==> src/rtl/buzzer_sequenciador.sv <==
// Shares one alarm buzzer among N_REQ requesters by fixed priority (bit 0 highest).
// Requester i gets a burst of i+1 beeps; liga/desliga are single-cycle pulses to the buzzer.
module buzzer_sequenciador #(
   parameter int N_REQ   = 3,
   parameter int T_ON    = 4,
   parameter int T_OFF   = 4,
   parameter int T_PAUSA = 16,
   parameter int W_CNT   = 8
) (
   input  logic             clock,
   input  logic             zera_n,
   input  logic             tick,
   input  logic [N_REQ-1:0] req,
   input  logic             silencia,
   output logic             liga,
   output logic             desliga,
   output logic [N_REQ-1:0] concedido,
   output logic             ocupado
);

   localparam int W_B = $clog2(N_REQ + 1);

   localparam logic [1:0] OCIOSO    = 2'd0;
   localparam logic [1:0] BIP       = 2'd1;
   localparam logic [1:0] INTERVALO = 2'd2;
   localparam logic [1:0] PAUSA     = 2'd3;

   logic [1:0]       state;
   logic [W_CNT-1:0] cnt;
   logic [W_B-1:0]   beeps;
   logic [W_B-1:0]   target;
   logic [N_REQ-1:0] mascara;
   logic [N_REQ-1:0] eleg;
   logic [N_REQ-1:0] grant_oh;
   logic [W_B-1:0]   grant_idx;

   assign eleg    = req & ~mascara;
   assign ocupado = (state != OCIOSO);

   // Descending scan so the lowest eligible index is the last one written.
   always_comb begin
      grant_oh  = '0;
      grant_idx = '0;
      for (int i = N_REQ - 1; i >= 0; i--) begin
         if (eleg[i]) begin
            grant_oh    = '0;
            grant_oh[i] = 1'b1;
            grant_idx   = W_B'(i);
         end
      end
   end

   always_ff @(posedge clock or negedge zera_n) begin
      if (!zera_n) begin
         state     <= OCIOSO;
         cnt       <= '0;
         beeps     <= '0;
         target    <= '0;
         mascara   <= '0;
         concedido <= '0;
         liga      <= 1'b0;
         desliga   <= 1'b0;
      end else begin
         liga    <= 1'b0;
         desliga <= 1'b0;
         // A mute masks whoever is asserting now; a mask bit lives only while its request stays high.
         mascara <= (mascara & req) | (silencia ? req : '0);
         case (state)
            OCIOSO: begin
               if (!silencia && (eleg != '0)) begin
                  concedido <= grant_oh;
                  target    <= grant_idx + W_B'(1);
                  cnt       <= '0;
                  beeps     <= '0;
                  liga      <= 1'b1;
                  state     <= BIP;
               end
            end
            default: begin
               if (silencia) begin
                  desliga   <= 1'b1;
                  state     <= OCIOSO;
                  concedido <= '0;
                  cnt       <= '0;
                  beeps     <= '0;
               end else if (tick) begin
                  case (state)
                     BIP: begin
                        if (cnt == W_CNT'(T_ON - 1)) begin
                           desliga <= 1'b1;
                           beeps   <= beeps + W_B'(1);
                           cnt     <= '0;
                           state   <= (beeps + W_B'(1) == target) ? PAUSA : INTERVALO;
                        end else begin
                           cnt <= cnt + W_CNT'(1);
                        end
                     end
                     INTERVALO: begin
                        if (cnt == W_CNT'(T_OFF - 1)) begin
                           liga  <= 1'b1;
                           cnt   <= '0;
                           state <= BIP;
                        end else begin
                           cnt <= cnt + W_CNT'(1);
                        end
                     end
                     PAUSA: begin
                        if (cnt == W_CNT'(T_PAUSA - 1)) begin
                           cnt       <= '0;
                           concedido <= '0;
                           state     <= OCIOSO;
                        end else begin
                           cnt <= cnt + W_CNT'(1);
                        end
                     end
                     default: state <= OCIOSO;
                  endcase
               end
            end
         endcase
      end
   end

endmodule
==> config.mk <==
export PLATFORM = sky130hd
export DESIGN_NAME = buzzer_sequenciador
export DESIGN_NICKNAME = d
export VERILOG_FILES = /design/src/rtl/buzzer_sequenciador.sv
export SDC_FILE = /design/constraint.sdc
export NUM_CORES = 1
export LEC_CHECK = 0
export ABC_AREA = 1
export BUFFER_PORTS_ARGS = -buffer_cell sky130_fd_sc_hd__clkbuf_2
export CAP_MARGIN = 20
export CORE_ASPECT_RATIO = 0.75
export CORE_MARGIN = 2
export CORE_UTILIZATION = 40
export DETAILED_ROUTE_END_ITERATION = 8
export PLACE_DENSITY_LB_ADDON = 0.2
export SLEW_MARGIN = 25
export SYNTH_ARGS = -nofsm -noshare
export SYNTH_HDL_FRONTEND = slang
export SYNTH_SLANG_ARGS = --single-unit
==> constraint.sdc <==
create_clock -name clock -period 4.9 [get_ports clock]
set_clock_uncertainty 0.15 [all_clocks]
set_input_delay 0.245 -clock clock [delete_from_list [all_inputs] [get_ports clock]]
set_output_delay 0.245 -clock clock [all_outputs]
set_load 0.01 [all_outputs]
* Word level (Yosys, flattened, before mapping) *
Cells that the tools add are included.

operators by class
  add/sub/neg operators = 3
  equality and inequality tests = 10
  mux-type cells = 45
  bitwise gates (word level) = 4
  reduce and logical (&&, ||, !) cells = 17

operator list
  cell                 count
  $mux 8               6
  $mux 2               16
  $mux 3               10
  $reduce_bool 3->1    6
  $pmux 8 s2           1
  $mux 1               11
  $add 8x1->8 const B  1
  $eq 8x2->1 const B   1
  $eq 8x4->1 const B   1
  $ne 4x4->1 const B   2
  $reduce_and 4->1     2
  $and 3x3->3          2
  $pmux 2 s3           1
  $reduce_and 5->1     1
  $add 2x1->2 const B  2
  $eq 2x2->1 const B   2
  $ne 4x3->1 const B   1
  $reduce_bool 4->1    1
  $not 3->3            1
  $or 3x3->3           1
  $reduce_and 3->1     1
  $eq 2x1->1 const B   1
  $eq 2x2->1           1
  $logic_not 2->1      1
  6 further kinds      6

storage, ports and cells
  bits in registers = 22
  input port bits = 7
  output and inout port bits = 6
  logic and storage cells = 87

* Depth between registers and ports, before layout *
  depth after elaboration = 8
  mapped depth = 10
  gate-level depth less buffers = 10

* Least setup slack after synthesis *
No wires, ideal clock.

  path kind = reg-to-reg
  start = register state[0]
  end = register cnt[2]
  library setup time = 0.113 ns
  arrival time = 1.362 ns
  required time = 4.637 ns
  path slack = 3.275 ns
  cell stages (with the launch flop) = 11
  buffers on the path = 2
  period minus slack after synthesis = 1.625 ns
  cell sequence = dfrtp_1 -> inv_1 -> ha_1 -> inv_1 -> buf_6 -> o21ai_2 -> nand2_4 -> buf_6 -> nand2_1 -> nand2_1 -> inv_1

between the ends
  cells in the longest elaborated chain, start to end = 6
  elaborated cells on any way between the ends = 13
  classes of those cells = eq/ne (4); mux (4); reduce/logical (5)

ends and longest elaborated chain
  item                                      RTL line  RTL
  start: declaration                        28        logic [1:0] state;
  start signal: assignment                  93        state <= (beeps + W_B'(1) == target) ? PAUSA : INTERVALO;
  $eq 2x2->1 or $eq 2x1->1 (tied branches)  87        case (state)
  $reduce_or 2->1 (no line)                 n/a
  $pmux 8 s2                                87
  $mux 8                                    86        end else if (tick) begin
  $mux 8                                    80        if (silencia) begin
  $mux 8                                    68        case (state)
  end signal: assignment                    95        cnt <= cnt + W_CNT'(1);
  end signal: assignment                    104       cnt <= cnt + W_CNT'(1);
  end signal: assignment                    113       cnt <= cnt + W_CNT'(1);
  end: declaration                          29        logic [W_CNT-1:0] cnt;

Parallel ways exist; a longest one is shown, timed or not. The select of a mux whose other input is x is not followed.
A chain may end at the register's enable or synchronous reset.

* Worst setup path in the final report *
  start = register state[1]
  end = register beeps[1]

between the ends
  cells in the longest elaborated chain, start to end = 3
  elaborated cells on any way between the ends = 8
  classes of those cells = eq/ne (2); mux (1); reduce/logical (5)

ends and longest elaborated chain
  item                                                       RTL line  RTL
  $eq 2x1->1 or $logic_not 2->1 (tied branches)              87, 68
  $reduce_bool 3->1 (no line) or $ne 2x2->1 (tied branches)  n/a
  $reduce_and 4->1 (no line)                                 n/a
  end signal: assignment                                     91        beeps <= beeps + W_B'(1);
  end: declaration                                           30        logic [W_B-1:0] beeps;

Parallel ways exist; a longest one is shown, timed or not.

==> flow_summary.ini <==
[outcome]
outcome = completed

[sta]
hold_viol = 0
fin_tns_setup_ns = 0
fin_crit_ns = 2.00
post-route-period-util_pct = 40.9
max-slew-margin-rel_pct = 63.3
setup_viol = 0
timing.hold.ws_ns = 0.0458
timing.final.ws_setup_ns = 2.90
fmax_mhz = 499
report.final.slew_viol_count = 0
rsz0062_at_grt = false
max_slew.worst_pin.slew_ns = 0.550

[placed_design]
dpl.hpwl_mm = 2.27
place_area_sq_mm = 0.00149
gp_congestion = 0.812
io_buffer_count = 12
place_ws_ns = 2.93
dpl.cell_count = 242

[detailed_routing]
antenna_left = 0
wl_mm = 2.95
drt_iter0_drc = 67
wire_per_inst_microns = 11.9
vias = 1222
route.detailed.drc = 0
routed_via_density = 4.95
drt-pass1-iter-count = 6

[synth]
synth_nets = 207
syn_area_per_cell_sq_um = 7.30
synth_cell_types = 23
syn_inst = 193
ys_seq_area_share_pct = 39.1
ys_seq_elements = 22
ys_warn_count = 0
synth_area_sq_mm = 0.00141

[clock_tree]
cts_sinks = 22
cts_setup_buffers = 0
cts_buffers = 3
clk_latency_ns = 0.26
cts_tree = done
clk_pin_slew_ns = 0.08
cts_resized = 0
h-tree-depth = 1
hold_buffers = 1
cts_buffer_depth = 2
cts_root_buf = clkbuf_8

[power_and_ir_drop]
pwr-share-clk_pct = 21.5
switchingPower_mw = 0.334
internal_power_mw = 0.453
power_frac_comb_pct = 44.5
p_seq_share_pct = 34.0
p_leak_nw = 0.825
vdd_ir_drop_max_mv = 0.280
total_power_mw = 0.787
p_per_area_mw_per_mm2 = 501
netSwitchingFraction_pct = 42.5

[grt]
grt_pass1_wl_mm = 5.11
first_global_vias = 1097
grt_max_degree = 23
grt_usage_pct = 16.1
antenna_found_initial = 0
grt.overflow.total = 0

[setup_path]
rr_worst_depth = 9
crit_arrival_ns = 2.01
cp-start-kind = register
cp-startpoint = state[1]
reg2reg_from = state[1]
reg2reg_slack_ns = 2.90
cp.required_ns = 4.91
path_max_fanout = 16
r2r-end = beeps[1]
crit_path_end_kind = register
path_class = register to register

[floorplan]
coreArea_sq_mm = 0.00333
die_h_microns = 55.4
start_util_pct = 42.3
io_pins = 13
die_w_microns = 72.5
rows = 18
dieArea_sq_mm = 0.00402

[layout]
layout.nets = 222
mostFrequentLayoutCells = nand2_1, inv_1, dfrtp_1
final_layout_size_suffix_gt1_share_pct = 16.4
syn2layout_area_growth_pct = 11.5
fin_util_pct = 47.1
fin_cells = 247
layout_commonest_cell = nand2_1
design_area_sq_mm = 0.00157
n_antenna_cell = 0

[min_path]
hp-start = req[2]
hold_class = primary input to register
min_path_cells = 2
holdPathEnd = mascara[2]

[flow_run]
maxCapViolCount = 0
power by group through the flow:
stage | Sequential [mW] | Combinational [mW] | Clock [mW]
after floorplan | 0.269 | 0.276 | 0
after global placement | 0.266 | 0.339 | 0
after detailed placement | 0.271 | 0.346 | 0
after CTS | 0.267 | 0.350 | 0.176
after global routing | 0.274 | 0.396 | 0.185
final | 0.268 | 0.350 | 0.169
logic make-up after synthesis:
family                   count (synthesis)  synth area share [%]
buffers and inverters                   31                  9.59
AND/OR/NAND/NOR                        116                  37.0
multiplexers                             1                 0.799
flip-flops                              22                  39.1
adder cells (fa/ha/maj)                  7                  6.22
AO/OA/AOI/OAI                           16                  7.28
worst max path at each step:
stage | to | cells after the start | slack [ns]
floorplan | cnt[2] | 10 | 3.27
global placement | state[1] | 10 | 3.06
detailed placement | beeps[1] | 9 | 2.93
CTS | beeps[1] | 9 | 2.92
global route | cnt[5] | 8 | 2.70
finish | beeps[1] | 9 | 2.90
flip-flops by register name, indices dropped and copies added, names as in the netlist:
name and flops:
cnt 8, desliga 1, concedido 3, mascara 3, target 2, state 2
beeps 2, liga 1
worst max-delay path, cell delays in order, from the launching register on:
cell and delay [ns]:
dfrtp_1 0.46, inv_1 0.14, ha_1 0.22, inv_1 0.20, nor2_2 0.14, nand2_2 0.11
nand2_4 0.18, nand3_2 0.14, nand2_1 0.10, o21ai_1 0.06
layout make-up:
cell class                 count  area (sq um)
tap                           40          50.0
clock buffer                   3          41.3
sequential                    22           551
timing repair buffer          13          70.1
multi-input combinational    140           723
clock inverter                 1          30.0
fill                         349          1760
inverter                      28           105
cell usage after synthesis:
cell type  count  area share, %
o21ai_2        1           0.62
a21boi_2       1           0.80
o21ai_0        2           0.71
inv_1         25            6.7
nand2_1       64             17
nand3_2        2            1.4
dfrtp_1       22             39
a21oi_1        4            1.4
buf_4          1           0.53
nand4_1        8            3.6
o21ai_1        3            1.1
o21bai_1       2            1.1
buf_6          2            1.6
nand2_4        1           0.80
o21a_1         3            1.6
nand3_1       16            5.7
nor3_1         3            1.1
nor2_1        13            3.5
nor2_2         5            2.2
mux2_2         1           0.80
inv_2          3           0.80
ha_1           7            6.2
nand2_2        4            1.8
layer usage:
layer,wire length (microns),track usage [%],vias up
li1,-,-,636
met1,1560,25.3,553
met2,1240,22.5,31
met3,137,4.38,2
met4,13,1.59,0
met5,0,0,-
(Power assumes the default switching activity.)
